===== src/rtl/sync_fifo_pkg.sv =====
// sync_fifo_pkg: shared constants and width helpers for the single-clock FIFO.
package sync_fifo_pkg;

    // Read-mode selectors for the FWFT parameter.
    localparam int unsigned FIFO_MODE_REGISTERED = 0;
    localparam int unsigned FIFO_MODE_FWFT       = 1;

    // Pointer width: enough bits to index FIFO_DEPTH entries (never below 1).
    function automatic int unsigned addr_bits(input int unsigned depth);
        return (depth > 1) ? $clog2(depth) : 1;
    endfunction

    // Count width: enough bits to represent 0..FIFO_DEPTH inclusive.
    function automatic int unsigned count_bits(input int unsigned depth);
        return $clog2(depth + 1);
    endfunction

endpackage


===== src/rtl/sync_fifo_memory.sv =====
// sync_fifo_memory: FIFO_DEPTH x FIFO_DATA_WIDTH flop array with one
// synchronous write port and one combinational read port. Contents are not reset.
module sync_fifo_memory #(
    parameter int unsigned FIFO_DATA_WIDTH = 32,
    parameter int unsigned FIFO_DEPTH      = 8,
    parameter int unsigned ADDR_BITS       = 3
) (
    input  logic                       clk,
    input  logic                       write_en,
    input  logic [ADDR_BITS-1:0]       write_addr,
    input  logic [FIFO_DATA_WIDTH-1:0] write_data,
    input  logic [ADDR_BITS-1:0]       read_addr,
    output logic [FIFO_DATA_WIDTH-1:0] read_data
);

    logic [FIFO_DATA_WIDTH-1:0] mem [FIFO_DEPTH];

    // Store the write payload at the write pointer on an accepted push.
    always_ff @(posedge clk) begin
        if (write_en) begin
            mem[write_addr] <= write_data;
        end
    end

    assign read_data = mem[read_addr];

endmodule


===== src/rtl/sync_fifo.sv =====
// sync_fifo: single-clock FIFO with arbitrary depth, occupancy count,
// almost-full/almost-empty thresholds and FWFT or registered read mode.
// Optional sticky overflow/underflow flags: define SYNC_FIFO_ERR_FLAGS_EN.
module sync_fifo
    import sync_fifo_pkg::*;
#(
    parameter int unsigned FIFO_DATA_WIDTH     = 32,
    parameter int unsigned FIFO_DEPTH          = 8,
    parameter int unsigned FWFT                = FIFO_MODE_FWFT,
    parameter int unsigned ALMOST_FULL_THRESH  = FIFO_DEPTH - 2,
    parameter int unsigned ALMOST_EMPTY_THRESH = 2
) (
    input  logic                                clk,
    input  logic                                reset,
    input  logic                                fifo_push,
    input  logic [FIFO_DATA_WIDTH-1:0]          write_data,
    output logic                                fifo_full,
    output logic                                fifo_almost_full,
    input  logic                                fifo_pop,
    output logic [FIFO_DATA_WIDTH-1:0]          read_data,
    output logic                                read_data_valid,
    output logic                                fifo_empty,
    output logic                                fifo_almost_empty,
    output logic [count_bits(FIFO_DEPTH)-1:0]   fifo_count,
    output logic                                overflow_err,
    output logic                                underflow_err
);

    localparam int unsigned ADDR_BITS  = addr_bits(FIFO_DEPTH);
    localparam int unsigned COUNT_BITS = count_bits(FIFO_DEPTH);

    localparam logic [ADDR_BITS-1:0]  LAST_PTR  = ADDR_BITS'(FIFO_DEPTH - 1);
    localparam logic [COUNT_BITS-1:0] DEPTH_CNT = COUNT_BITS'(FIFO_DEPTH);
    localparam logic [COUNT_BITS-1:0] AF_LEVEL  = COUNT_BITS'(ALMOST_FULL_THRESH);
    localparam logic [COUNT_BITS-1:0] AE_LEVEL  = COUNT_BITS'(ALMOST_EMPTY_THRESH);

    if (FIFO_DEPTH < 2) begin : g_bad_depth
        $error("sync_fifo: FIFO_DEPTH must be at least 2");
    end
    if (ALMOST_FULL_THRESH < 1 || ALMOST_FULL_THRESH > FIFO_DEPTH) begin : g_bad_af
        $error("sync_fifo: ALMOST_FULL_THRESH must lie in 1..FIFO_DEPTH");
    end
    if (ALMOST_EMPTY_THRESH > FIFO_DEPTH - 1) begin : g_bad_ae
        $error("sync_fifo: ALMOST_EMPTY_THRESH must lie in 0..FIFO_DEPTH-1");
    end
    if (FWFT != FIFO_MODE_FWFT && FWFT != FIFO_MODE_REGISTERED) begin : g_bad_mode
        $error("sync_fifo: FWFT must be 0 or 1");
    end

    logic [ADDR_BITS-1:0]       write_ptr;
    logic [ADDR_BITS-1:0]       read_ptr;
    logic [COUNT_BITS-1:0]      count;
    logic                       read_en;
    logic                       write_en;
    logic [FIFO_DATA_WIDTH-1:0] mem_read_data;

    // Status flags decode the count register only, so they never follow push/pop combinationally.
    assign fifo_empty        = (count == '0);
    assign fifo_full         = (count == DEPTH_CNT);
    assign fifo_almost_full  = (count >= AF_LEVEL);
    assign fifo_almost_empty = (count <= AE_LEVEL);
    assign fifo_count        = count;

    // A push while full is accepted only when a pop frees the slot in the same cycle.
    assign read_en  = fifo_pop && !fifo_empty;
    assign write_en = fifo_push && (!fifo_full || read_en);

    sync_fifo_memory #(
        .FIFO_DATA_WIDTH (FIFO_DATA_WIDTH),
        .FIFO_DEPTH      (FIFO_DEPTH),
        .ADDR_BITS       (ADDR_BITS)
    ) u_memory (
        .clk        (clk),
        .write_en   (write_en && !reset),
        .write_addr (write_ptr),
        .write_data (write_data),
        .read_addr  (read_ptr),
        .read_data  (mem_read_data)
    );

    // Advance pointers with an explicit wrap at FIFO_DEPTH-1 and track occupancy.
    always_ff @(posedge clk) begin
        if (reset) begin
            write_ptr <= '0;
            read_ptr  <= '0;
            count     <= '0;
        end else begin
            if (write_en) begin
                write_ptr <= (write_ptr == LAST_PTR) ? '0 : write_ptr + ADDR_BITS'(1);
            end
            if (read_en) begin
                read_ptr <= (read_ptr == LAST_PTR) ? '0 : read_ptr + ADDR_BITS'(1);
            end
            case ({write_en, read_en})
                2'b10:   count <= count + COUNT_BITS'(1);
                2'b01:   count <= count - COUNT_BITS'(1);
                default: count <= count;
            endcase
        end
    end

    if (FWFT == FIFO_MODE_FWFT) begin : g_fwft
        assign read_data       = mem_read_data;
        assign read_data_valid = !fifo_empty;
    end else begin : g_registered
        logic [FIFO_DATA_WIDTH-1:0] read_data_q;
        logic                       read_valid_q;

        // Capture the head word on an accepted pop; valid pulses for the following cycle.
        always_ff @(posedge clk) begin
            if (reset) begin
                read_data_q  <= '0;
                read_valid_q <= 1'b0;
            end else begin
                read_valid_q <= read_en;
                if (read_en) begin
                    read_data_q <= mem_read_data;
                end
            end
        end

        assign read_data       = read_data_q;
        assign read_data_valid = read_valid_q;
    end

`ifdef SYNC_FIFO_ERR_FLAGS_EN
    logic overflow_q;
    logic underflow_q;

    // Sticky error flags: set on a dropped push or a pop while empty, cleared only by reset.
    always_ff @(posedge clk) begin
        if (reset) begin
            overflow_q  <= 1'b0;
            underflow_q <= 1'b0;
        end else begin
            if (fifo_push && !write_en) begin
                overflow_q <= 1'b1;
            end
            if (fifo_pop && fifo_empty) begin
                underflow_q <= 1'b1;
            end
        end
    end

    assign overflow_err  = overflow_q;
    assign underflow_err = underflow_q;
`else
    assign overflow_err  = 1'b0;
    assign underflow_err = 1'b0;
`endif

endmodule


===== config.mk =====
export PLATFORM = sky130hd
export DESIGN_NAME = sync_fifo
export DESIGN_NICKNAME = d
export VERILOG_FILES = /design/src/rtl/sync_fifo_pkg.sv /design/src/rtl/sync_fifo_memory.sv /design/src/rtl/sync_fifo.sv
export SDC_FILE = /design/constraint.sdc
export NUM_CORES = 1
export LEC_CHECK = 0
export BUFFER_PORTS_ARGS = -buffer_cell sky130_fd_sc_hd__buf_2
export CAP_MARGIN = 15
export CORE_ASPECT_RATIO = 1.25
export CORE_MARGIN = 2
export CORE_UTILIZATION = 46
export DETAILED_ROUTE_END_ITERATION = 16
export PLACE_DENSITY = 0.67
export RECOVER_POWER = 25
export SETUP_SLACK_MARGIN = 0.15
export SLEW_MARGIN = 20
export SYNTH_ARGS = -nofsm -noshare
export SYNTH_HDL_FRONTEND = slang
export SYNTH_SLANG_ARGS = --single-unit

===== constraint.sdc =====
create_clock -name clk -period 4.6 [get_ports clk]
set_input_delay 0.23 -clock clk [delete_from_list [all_inputs] [get_ports clk]]
set_output_delay 0.23 -clock clk [all_outputs]
set_load 0.02 [all_outputs]

==> results of run 1 <==
## timing repair
item,CTS,global route
hold buffers,29,0
buffers inserted,0,0
hold endpoints to repair,232,0
## flip-flops by register name, summed over array words and instances, names as in the netlist, named ones only
signal and count:
u_memory.mem 256, fifo_count 4, read_ptr 3, write_ptr 3
## worst max-delay path by stage
stage | start | end | slack (ns) | cells after the start
floorplan | fifo_count[1] | u_memory.mem[2][0] | 0.94 | 4
global placement | fifo_count[1] | u_memory.mem[1][15] | 1.83 | 5
detailed placement | fifo_count[1] | u_memory.mem[1][18] | 1.68 | 5
CTS | register | read_data[5] | 1.47 | 4
global route | register | read_data[5] | 1.36 | 4
finish | register | read_data[5] | 1.58 | 4
## worst reg2reg max path, delay by kind of cell, from the launching register on
kind / cells / cell delay, ns
AND/OR/NAND/NOR: 3 / 1.37
AO/OA/AOI/OAI: 1 / 0.16
flip-flops: 1 / 0.56
buffers and inverters: 1 / 0.49
## logic make-up after synthesis
logic type	after synthesis	synth area share
and+or+nand+nor	35	0.0167
muxes	99	0.177
xor gates and xnor gates	3	0.00254
buffers and inverters	29	0.0130
AOI/OAI and AO/OA	18	0.0144
DFF	269	0.767
other	1	0.000362
adders and majority gates	7	0.00918
## cell usage after synthesis, drive strengths merged, types with 2 or more instances
master	n
dfxtp	13
nor3	5
buf	13
a21o	2
nand2	9
edfxtp	256
o21ai	2
mux2	33
mux2i	2
mux4	64
nor2	12
ha	6
a211oi	3
inv	5
clkbuf	11
a21oi	7
xnor2	3
## through the flow
stage               utilization  area (sq um)  cells
floorplan                     -         10400    462
global placement          0.502         11100    808
detailed placement        0.502         11100    808
CTS                       0.555         12300    883
global route              0.554         12300    883
finish                    0.554         12300    883
## report_power, final
part / leakage, nW / switching, mW / total, mW / internal (mW)
logic: 1.14 / 0.525 / 1.10 / 0.576
clock network: 0.435 / 0.847 / 2.20 / 1.36
registers: 2.42 / 0.171 / 2.92 / 2.75
## cell type report
| type | count | area share |
|---|---|---|
| Sequential cell | 269 | 0.647 |
| Timing Repair Buffer | 116 | 0.0593 |
| Inverter | 5 | 0.00153 |
| Tap cell | 283 | 0.0288 |
| Clock buffer | 30 | 0.0532 |
| Clock inverter | 16 | 0.0196 |
| Multi-Input combinational cell | 164 | 0.191 |
## routing by layer
| metal | vias up | wire [microns] | track usage |
|---|---|---|---|
| li1 | 2158 | - | - |
| met1 | 2522 | 8450 | 0.220 |
| met2 | 121 | 9590 | 0.274 |
| met4 | 0 | 193 | 0.0346 |
| met5 | - | 0 | 0 |
| met3 | 14 | 837 | 0.0262 |
==> flow_summary.yaml, run 1 <==
setup_path:
  timing.critical_path.slowest_stage_cell: "sky130_fd_sc_hd__dfxtp_4"
  reg2reg_to: "u_memory.mem[1][27]"
  cells_traversed_along_the_worst_timing_path: "buf_4 -> mux4_2 -> mux2_2 -> buf_2"
  worstPathBufferInverterCount: 2
  reg2reg_from: "fifo_count[1]"
  worstPathRequired_ns: 4.37
  crit_path_end_kind: "output pin"
  worst-r2r-cell-count: 5
  worst-r2r-setup-slack_ns: 1.70
  critical_path_class: "reg2out"
  worst-endpoint-arrival_ns: 2.79
  timing.critical_path.slowest_cell_delay_ns: 0.81
  crit_family: "multiplexers"
  crit_path_start_kind: "register"
  worst-path-max-fanout: 35
clock_network:
  cts_buffers: 25
  clk-insertion-delay-late_ns: 0.51
  cts_max_level: 1
  ctsResizeCount: 0
  cts-root-to-sink-buffers: 3
  tritoncts_num_sinks: 269
  cts_root_buffer: "sky130_fd_sc_hd__clkbuf_16"
  worst_setup_hold_path_clk_slew_ns: 0.06
  cts_tree: "yes"
final_layout:
  num-fill-cells: 1678
  antenna_cells: 0
  final_layout_size_suffix_gt1_frac: 0.370
  most_frequent_standard_cell_in_the_layout_excluding_fill_and_tap_cells: "sky130_fd_sc_hd__edfxtp_1"
  regArea_sq_um: 7960
  layout-area-overhead-vs-synth_pct: 18.8
  finish.net_count: 624
  layout_common_cells: "sky130_fd_sc_hd__edfxtp_1, sky130_fd_sc_hd__mux4_2, sky130_fd_sc_hd__buf_2"
  multi_input_area_sq_um: 2350
placement:
  post-place-ws_ns: 1.68
  place.detailed.hpwl_microns: 10800
  portBuffers: 76
  globalplace.congestion: 0.715
synthesis:
  ys.warnings.count: 0
  share_of_flip_flops_with_an_asynchronous_set_or_reset: 0
  synth_largest_area_cell: "sky130_fd_sc_hd__edfxtp_1"
  top_area_cell_type_share_of_the_netlist_area: 0.742
  postSynthCellCount: 461
  yosys_most_used_dff: "sky130_fd_sc_hd__edfxtp_1"
  synth.distinct_cells: 38
  synth-seq-cells: 269
  seq_area_frac_synth: 0.767
  synth-edff-count: 256
  synth.avg_cell_area_sq_um: 22.5
  netlist_top_cells_area: "sky130_fd_sc_hd__edfxtp_1, sky130_fd_sc_hd__mux4_2, sky130_fd_sc_hd__mux2_2"
  post_synth_instance_area_sq_um: 10400
drt:
  route.final.wire_length_microns: 19100
  routed-via-count: 4815
  initialDrtViolationCount: 394
  drtAntennaViolNets: 0
  detailedRoute.firstPassIterationCount: 4
  drt-wirelength-per-cell_microns: 21.6
  drt_drc_violations_left: 0
  detail_route.vias_per_cell: 5.45
pwr:
  power.density_nw_per_um2: 506
  power.total_mw: 6.23
  power_leakage_nw: 4.00
  vdd_ir_drop_max_mv: 0.409
sta:
  fmax_ghz: 0.331
  timing.final.hold_violations: 0
  fin_crit_ns: 3.02
  setup_repair_after_global_routing_missed_its_margin: "false"
  slew_viol_final: 0
  timing.setup.tns_ns: 0
  post-route-period-util: 0.657
  tightest_slew_ns: 1.07
  finalSetupViolCount: 0
  worst_slew_margin_rel: 0.285
  whs_ns: 0.0937
  finalClockSkew_ns: 0.0115
  setup_slack_ns: 1.58
flow_run:
  drv_cap: 0
global_routing:
  grt_antenna_before_repair: 0
  grt_start_max_net_pins: 65
  grt_pass1_vias: 5172
  grt_util_all_layers: 0.160
  grt_pass1_wl_microns: 29500
  global_route.overflow_total: 0
min_path:
  timing.hold.worst_path_depth: 2
  min_delay_worst_endpoint: "fifo_count[0]"
  min-delay-path-class: "in2reg"
  worstHoldStart: "reset"
floorplanning:
  floorplan.core_area_sq_um: 22200
  die_height_microns: 172
  dieWidth_microns: 138
  rows: 61
  die_area_sq_um: 23800
  io_pins: 79
  initial_utilization: 0.467
outcome:
  outcome: "complete, no violations"
No activity file was read; power rests on OpenSTA's default activity.
==> run 2, diff against run 1 <==
clock period = 2.5 ns   (was 4.6 ns; I/O delays follow)
==> flow_summary.yaml, run 2 (same netlist as run 1, synthesis figures left out) <==
outcome:
  outcome: "complete, no violations"
clock_network:
  tritoncts_num_sinks: 269
  cts_tree: "yes"
  worst_setup_hold_path_clk_slew_ns: 0.06
  clk-insertion-delay-late_ns: 0.52
  cts-root-to-sink-buffers: 3
  cts_buffers: 26
  cts_max_level: 1
  cts_root_buffer: "sky130_fd_sc_hd__clkbuf_16"
placement:
  globalplace.congestion: 0.841
  place.detailed.hpwl_microns: 11700
  portBuffers: 76
floorplanning:
  io_pins: 79
  dieWidth_microns: 138
  floorplan.core_area_sq_um: 22200
  die_height_microns: 172
  initial_utilization: 0.467
  rows: 61
  die_area_sq_um: 23800
setup_path:
  worstPathRequired_ns: 2.38
  crit_path_start_kind: "register"
  crit_path_end_kind: "output pin"
  cells_traversed_along_the_worst_timing_path: "buf_12 -> mux4_2 -> mux2_2 -> buf_2"
  worst-endpoint-arrival_ns: 2.19
  timing.critical_path.slowest_stage_cell: "sky130_fd_sc_hd__mux4_2"
  timing.critical_path.slowest_cell_delay_ns: 0.55
  worst-path-max-fanout: 32
  critical_path_class: "reg2out"
drt:
  detail_route.vias_per_cell: 5.46
  detailedRoute.firstPassIterationCount: 4
  drt_drc_violations_left: 0
  routed-via-count: 4962
  drtAntennaViolNets: 0
  route.final.wire_length_microns: 19500
  drt-wirelength-per-cell_microns: 21.5
  initialDrtViolationCount: 245
final_layout:
  finish.net_count: 651
  antenna_cells: 0
  most_frequent_standard_cell_in_the_layout_excluding_fill_and_tap_cells: "sky130_fd_sc_hd__edfxtp_1"
  final_layout_size_suffix_gt1_frac: 0.390
  layout-area-overhead-vs-synth_pct: 22.0
  layout_common_cells: "sky130_fd_sc_hd__edfxtp_1, sky130_fd_sc_hd__mux4_2, sky130_fd_sc_hd__buf_2"
  largest_reg_flops: 256
  largest_register: "u_memory.mem"
global_routing:
  grt_start_max_net_pins: 33
  grt_pass1_wl_microns: 30500
  grt_pass1_vias: 5306
  grt_util_all_layers: 0.168
  grt_antenna_before_repair: 0
  global_route.overflow_total: 0
sta:
  finalClockSkew_ns: 0.0120
  worst_slew_margin_rel: 0.292
  slew_viol_final: 0
  post-route-period-util: 0.928
  tightest_slew_ns: 1.06
  fmax_ghz: 0.431
  fin_crit_ns: 2.32
  finalSetupViolCount: 0
  whs_ns: 0.0838
  setup_repair_after_global_routing_missed_its_margin: "true"
  timing.final.hold_violations: 0
pwr:
  power.density_nw_per_um2: 901
  vdd_ir_drop_max_mv: 0.742
  power.total_mw: 11.4
  power_leakage_nw: 4.12
flow_run:
  drv_cap: 0
min_path:
  min-delay-path-class: "in2reg"
[run 2: per-stage QoR]
| step | cells | setup TNS [ns] | setup slack, ns | utilization | instance area, sq um |
|---|---|---|---|---|---|
| after CTS | 899 | 0 | 0.128 | 0.565 | 12500 |
| after floorplan | 462 | -2.74 | -0.0286 | - | 10400 |
| final | 909 | 0 | 0.181 | 0.569 | 12600 |
| after global placement | 818 | 0 | 0.180 | 0.510 | 11300 |
| after detailed placement | 820 | 0 | 0.0463 | 0.512 | 11400 |
| after global routing | 909 | 0 | 0.0861 | 0.569 | 12600 |
[run 2: layer usage]
layer  global-route usage  part of all wire
met2                0.306              0.54
met5                    0                 0
met1                0.211              0.39
met3               0.0270             0.049
met4               0.0413             0.017
[run 2: worst max-delay path, delay by kind of cell, from the launching register on]
kind                   cells  cell delay, ns
multiplexers               2            0.86
flip-flops                 1            0.37
buffers and inverters      2            0.44
[run 2: worst paths after layout]
| kind | startpoint | to | slack, ns | cells after the start |
|---|---|---|---|---|
| worst max-delay path | register | read_data[14] | 0.18 | 4 |
| worst min-delay path | reset | fifo_count[0] | 0.08 | 3 |
| worst max register to register | fifo_count[1] | fifo_count[3] | 0.22 | 9 |
| worst min register to register | read_ptr[1] | register | 0.54 | 2 |
[run 2: layout make-up]
type | instances | area, sq um
Fill cell | 1668 | 9570
Sequential cell | 269 | 7960
Multi-Input combinational cell | 164 | 2400
Timing Repair Buffer | 142 | 1090
Clock buffer | 34 | 681
Tap cell | 283 | 354
Clock inverter | 12 | 131
Inverter | 5 | 18.8
[run 2: repair_timing]
| item | 4_1_cts | 5_1_grt |
|---|---|---|
| setup buffers | 1 | 9 |
| hold buffers | 32 | 0 |
| pin swaps | 3 | 5 |
| hold endpoints to repair | 256 | 0 |
| setup endpoints to repair | 18 | 54 |
| resized for setup | 5 | 2 |
[run 2: report_power, final]
group          switching [mW]  leakage (nW)  internal, mW
logic                    1.29          1.31          1.23
registers              0.0846          2.42          5.07
clock network            1.57         0.391          2.14
